### src/rtl/uart_frame_rx_pkg.sv
// Shared constants and state encoding for the UART frame receiver.
package uart_frame_rx_pkg;

  localparam logic [15:0] CRC_POLY      = 16'h1021;
  localparam logic [15:0] CRC_INIT      = 16'hFFFF;
  localparam logic [31:0] DEFAULT_MAGIC = 32'hDABBAD00;

  typedef enum logic [1:0] {
    ST_HUNT    = 2'd0,
    ST_PAYLOAD = 2'd1,
    ST_CRC_HI  = 2'd2,
    ST_CRC_LO  = 2'd3
  } state_t;

endpackage

### src/rtl/crc16_ccitt_byte.sv
// One-byte CRC-16/CCITT-FALSE update (MSB first); purely combinational.
// No state, no flow control: the result is valid in the same cycle as the inputs.
module crc16_ccitt_byte
  import uart_frame_rx_pkg::*;
(
  input  logic [15:0] crc_in,
  input  logic [7:0]  data,
  output logic [15:0] crc_out
);

  logic [15:0] c;

  always_comb begin
    c = crc_in ^ {data, 8'h00};
    for (int i = 0; i < 8; i++) begin
      c = c[15] ? ((c << 1) ^ CRC_POLY) : (c << 1);
    end
    crc_out = c;
  end

endmodule

### src/rtl/uart_frame_rx.sv
// Frames a UART byte stream: sliding header hunt, fixed payload, CRC-16 check; result pulses one cycle after the last CRC byte.
// Never stalls: a byte is accepted on every rx_data_ready strobe, including back-to-back strobes.
module uart_frame_rx
  import uart_frame_rx_pkg::*;
#(
  parameter logic [31:0] MAGIC          = DEFAULT_MAGIC,
  parameter int          HEADER_BYTES   = 4,
  parameter int          PAYLOAD_BYTES  = 16,
  parameter int          TIMEOUT_CYCLES = 16000
) (
  input  logic                         CLK,
  input  logic                         RST,
  input  logic                         rx_data_ready,
  input  logic [7:0]                   rx_data,
  output logic                         frame_valid,
  output logic [PAYLOAD_BYTES*8-1:0]   frame_data,
  output logic                         crc_error,
  output logic                         timeout_error,
  output logic                         busy
);

  localparam int HW    = HEADER_BYTES * 8;
  localparam int CNT_W = 7;
  localparam int GAP_W = $clog2(TIMEOUT_CYCLES + 1);

  localparam logic [HW-1:0]    HDR      = MAGIC[HW-1:0];
  localparam logic [CNT_W-1:0] LAST_IDX = CNT_W'(PAYLOAD_BYTES - 1);
  localparam logic [GAP_W-1:0] GAP_LAST = GAP_W'(TIMEOUT_CYCLES - 1);

  state_t                     state;
  logic [HW-1:0]              hist;
  logic [HW-1:0]              hist_next;
  logic [CNT_W-1:0]           byte_cnt;
  logic [GAP_W-1:0]           gap_cnt;
  logic [15:0]                crc_reg;
  logic [15:0]                crc_next;
  logic [7:0]                 crc_hi;
  logic [PAYLOAD_BYTES*8-1:0] pay_buf;

  if (HEADER_BYTES == 1) begin : g_hist_1
    assign hist_next = rx_data;
  end else begin : g_hist_n
    assign hist_next = {hist[HW-9:0], rx_data};
  end

  crc16_ccitt_byte u_crc (
    .crc_in  (crc_reg),
    .data    (rx_data),
    .crc_out (crc_next)
  );

  assign busy = (state != ST_HUNT);

  always_ff @(posedge CLK) begin
    if (RST) begin
      state         <= ST_HUNT;
      hist          <= '0;
      byte_cnt      <= '0;
      gap_cnt       <= '0;
      crc_reg       <= CRC_INIT;
      crc_hi        <= '0;
      pay_buf       <= '0;
      frame_data    <= '0;
      frame_valid   <= 1'b0;
      crc_error     <= 1'b0;
      timeout_error <= 1'b0;
    end else begin
      frame_valid   <= 1'b0;
      crc_error     <= 1'b0;
      timeout_error <= 1'b0;
      if (state == ST_HUNT) begin
        if (rx_data_ready) begin
          hist <= hist_next;
          if (hist_next == HDR) begin
            state    <= ST_PAYLOAD;
            byte_cnt <= '0;
            gap_cnt  <= '0;
            crc_reg  <= CRC_INIT;
          end
        end
      end else if (rx_data_ready) begin
        // A strobe on the terminal gap count still wins over the timeout.
        gap_cnt <= '0;
        case (state)
          ST_PAYLOAD: begin
            for (int i = 0; i < PAYLOAD_BYTES; i++) begin
              if (byte_cnt == CNT_W'(i)) pay_buf[i*8 +: 8] <= rx_data;
            end
            crc_reg  <= crc_next;
            byte_cnt <= byte_cnt + 1'b1;
            if (byte_cnt == LAST_IDX) state <= ST_CRC_HI;
          end
          ST_CRC_HI: begin
            crc_hi <= rx_data;
            state  <= ST_CRC_LO;
          end
          ST_CRC_LO: begin
            if ({crc_hi, rx_data} == crc_reg) begin
              frame_valid <= 1'b1;
              frame_data  <= pay_buf;
            end else begin
              crc_error <= 1'b1;
            end
            state <= ST_HUNT;
            hist  <= '0;
          end
          default: state <= ST_HUNT;
        endcase
      end else if (gap_cnt == GAP_LAST) begin
        timeout_error <= 1'b1;
        state         <= ST_HUNT;
        hist          <= '0;
        gap_cnt       <= '0;
      end else begin
        gap_cnt <= gap_cnt + 1'b1;
      end
    end
  end

endmodule

### config.mk
export PLATFORM = sky130hd
export DESIGN_NAME = uart_frame_rx
export DESIGN_NICKNAME = d
export VERILOG_FILES = /design/src/rtl/uart_frame_rx_pkg.sv /design/src/rtl/crc16_ccitt_byte.sv /design/src/rtl/uart_frame_rx.sv
export SDC_FILE = /design/constraint.sdc
export NUM_CORES = 1
export LEC_CHECK = 0
export BUFFER_PORTS_ARGS = -buffer_cell sky130_fd_sc_hd__buf_2
export CORE_MARGIN = 2
export CORE_UTILIZATION = 60
export CTS_BUF_LIST = sky130_fd_sc_hd__clkbuf_8
export DETAILED_ROUTE_END_ITERATION = 16
export PLACE_DENSITY = 0.83
export SLEW_MARGIN = 15
export SYNTH_ARGS = -nofsm -noshare
export SYNTH_HDL_FRONTEND = slang
export SYNTH_SLANG_ARGS = --single-unit
### constraint.sdc
create_clock -name CLK -period 2.5 [get_ports CLK]
set_input_delay 0.375 -clock CLK [delete_from_list [all_inputs] [get_ports CLK]]
set_output_delay 0.375 -clock CLK [all_outputs]
set_load 0.01 [all_outputs]
==> results.md <==
* R2r endpoint: gap_cnt[11]
* WL per Instance at 15.9 um
* Main combinational cell family by area after synthesis: simple AND/OR/NAND/NOR gates
* Worst slew margin at 42.7%
* Minimum clock period at 2300 ps
* Port Buffer Count at 142
* Commonest cells in the netlist: 330 x dfxtp_1, 256 x mux2i_1, 256 x nand2b_1
* DR vias at 10073
* Number of global-route vias before repair at 9560
* Drt first pass iters at 6
* Main synth FF type: dfxtp_1
* Worst min path class: in2reg
* Max-slew violation count at 0
* Hold Startpoint: rx_data[0]
* Post-Synth Simple-Gate Area at 21.7%
* Design area at 15900 um2
* Run status: finished, final reports clean
* Warnings, synthesis at 0
* Pwr Total at 0.0102 W
* Maximum clock insertion buffer count at 3
* CTS root buf: clkbuf_8
* Hold buffers post-CTS at 0
* Register area share after synthesis at 47.2%
* Post-synthesis adder-cell area fraction at 0.805%
* Peak per-stage delay on the critical path at 510 ps
* Mux contribution to synthesized area at 18.3%
* CORE AREA at 22800 um2
* Overall die area at 24600 um2
* Layout Skew at 19.5 ps
* RSZ-0062 raised after global routing: no
* Hold Crit Endpoint: crc_hi[0]
* Hpwl dp at 19100 um
* Post-synthesis register bit count at 330
* CTS tree: yes
* Worst-path maximum fanout at 7
* Worst path slowest cell: or4_1
* Layout cell share with drive strength beyond 1 at 17.6%
* # IOs at 143
* Initial antenna violation count at 0
* Routability congestion estimate at 0.872
* Compound-Gate Fraction of Synth Area at 4.85%
* Clk_lat worst skew at 580 ps
* Post-cts sizing count at 0
* Mapped Cells at 1399
* Die span in x at 157 um
* Asr flop ratio synth at 0%
* Final ANT Viol Nets at 0
* First-pass GRT wire length at 48100 um
* Fmax at 0.435 GHz
* Total track usage at 24.2%
* Power per cell area at 643 nW/um2
* Rows at 55
* Iter 0 DRT Violations at 653
* DRT Wirelength at 29800 um
* DRC violations left at 0
* Critical Path RT at 3000 ps
* XOR/XNOR Fraction of Synth Area at 2.82%
* Reg2Reg Launch Point: state[0]
* Worst Setup Start Kind: register
* MaxCap Viol Count at 0
* P_leak at 6.37 nW
* H-tree depth at 2
* Die Y at 157 um
* Final Hold Fails at 0
* TritonCTS Sinks at 330
* Crit share post-route at 92.1%
* Top flop regs: frame_data (128), pay_buf (128), hist (24)
* CP Capture Type: register
* Largest net degree at the start of global routing at 119
* CP Cell Sequence: inv_1 -> ha_1 -> inv_2 -> nand2_1 -> buf_4 -> or2_1 -> or4_1 -> a21oi_1
* NumNets Final at 1544
* Setup TNS at 0 ps
* Internal reg-to-reg setup slack at 200 ps
* Final setup viols at 0
* Top cells by area, synth: dfxtp_1 47%, mux2i_1 18%, nand2b_1 11%, nor2_1 4.8%, xnor2_1 1.9%
* Initial core utilization at 61.4%
* Postcts setup bufs at 0
* Post-synth EDFFs at 0
* Worst-Margin Slew at 858 ps
* Cell taking the most area after synthesis: dfxtp_1
* Most frequent cell after synthesis: dfxtp_1
* Arrival time worst endpoint at 2800 ps
* Library cells used by synthesis at 60
* CTS Buf Count at 51
* Max IR drop VDD at 353 uV
* Critical path class: reg2reg
* Synth top area share at 47.2%
* Post-DP Area at 14900 um2
* Synthesized area per cell at 10.0 um2
* Cell count of the worst reg-to-reg path at 8
* Diodes inserted at 0
* Gr ovfl total at 0
* Vias per inst at 5.38
* Synth Net Count at 1419
* Post-synthesis cell area at 14000 um2
* Clock-pin slew on the worst setup and hold paths at 60 ps
* Worst Hold Path Cells at 3
* Area delta synth->final at 14.0%
-- metal layers --
| metal | vias to the layer above | routed length [um] | track usage (%) |
|---|---|---|---|
| li1 | 4929 | - | - |
| met1 | 4815 | 13600 | 31.7 |
| met2 | 265 | 14000 | 39.9 |
| met3 | 64 | 1510 | 4.74 |
| met4 | 0 | 754 | 8.30 |
| met5 | - | 0 | 0 |
-- cell usage in the layout, fill, tap and decap left out, types with 7 or more instances in the layout --
master	netlist	routed
o211ai_1	9	9
nand2b_1	256	256
nor3_1	7	7
nand3_1	14	14
xor2_1	15	15
a22oi_1	25	25
buf_2	16	141
nor2_1	178	177
a21oi_1	25	25
inv_1	8	23
clkbuf_8	0	67
o21ai_0	8	8
dfxtp_1	330	330
mux2i_1	256	256
ha_1	9	9
and3_1	7	7
nand2_1	39	39
xnor2_1	30	30
a311oi_1	7	7
nand4_1	9	9
buf_4	5	27
-- worst max-delay path by stage --
| stage | slack, ps | cells past startpoint | to | start |
|---|---|---|---|---|
| finish | 200 | 8 | gap_cnt[11] | state[0] |
| detailed placement | 70 | 7 | gap_cnt[5] | state[0] |
| floorplan | 540 | 8 | pay_buf[88] | state[0] |
| CTS | 60 | 7 | gap_cnt[5] | state[0] |
| global placement | 210 | 7 | gap_cnt[7] | state[0] |
| global route | 0.05 | 7 | pay_buf[89] | state[1] |
-- kinds of logic (layout without fill, tap and decap cells) --
kind of cell               Yosys count  after routing
and+or+nand+nor                    551            551
AOI/OAI and AO/OA                   95             95
DFF                                330            330
adders and majority gates            9              9
muxes                              256            256
buffers and inverters              113            274
xor gates and xnor gates            45             45
-- through the flow --
| stage | setup slack, ps | util, % | std cells | hold slack, ps |
|---|---|---|---|---|
| after floorplan | 538 | - | 1399 | 449 |
| after global placement | 213 | 65.3 | 1784 | 455 |
| after detailed placement | 68.5 | 65.3 | 1784 | 457 |
| after CTS | 58.4 | 70.0 | 1873 | 113 |
| after global routing | 0.0522 | 70.0 | 1873 | 146 |
| final | 199 | 70.0 | 1873 | 149 |
-- critical path: cells and delay by family, from the launching register on --
family,cells,cell delay [ps]
AND/OR/NAND/NOR,3,910
buffers and inverters,3,470
flip-flops,1,360
adder cells (fa/ha/maj),1,310
AO/OA/AOI/OAI,1,180
-- cell type report --
cell class / count / area [um2]
multi-input combinational: 956 / 6790
inverter: 10 / 37.5
timing repair buffer: 175 / 1040
clock buffer: 67 / 922
clock inverter: 22 / 148
tap: 313 / 392
sequential: 330 / 6610
fill: 1663 / 6840
-- power breakdown --
part	total [W]	internal, W	switching (W)	leakage, nW
logic	0.000353	0.000136	0.000217	3.10
clock network	0.00461	0.00259	0.00202	0.606
registers	0.00528	0.00527	0.0000101	2.66
total	0.0102	0.00800	0.00224	6.37
No activity file was read; power rests on OpenSTA's default activity.
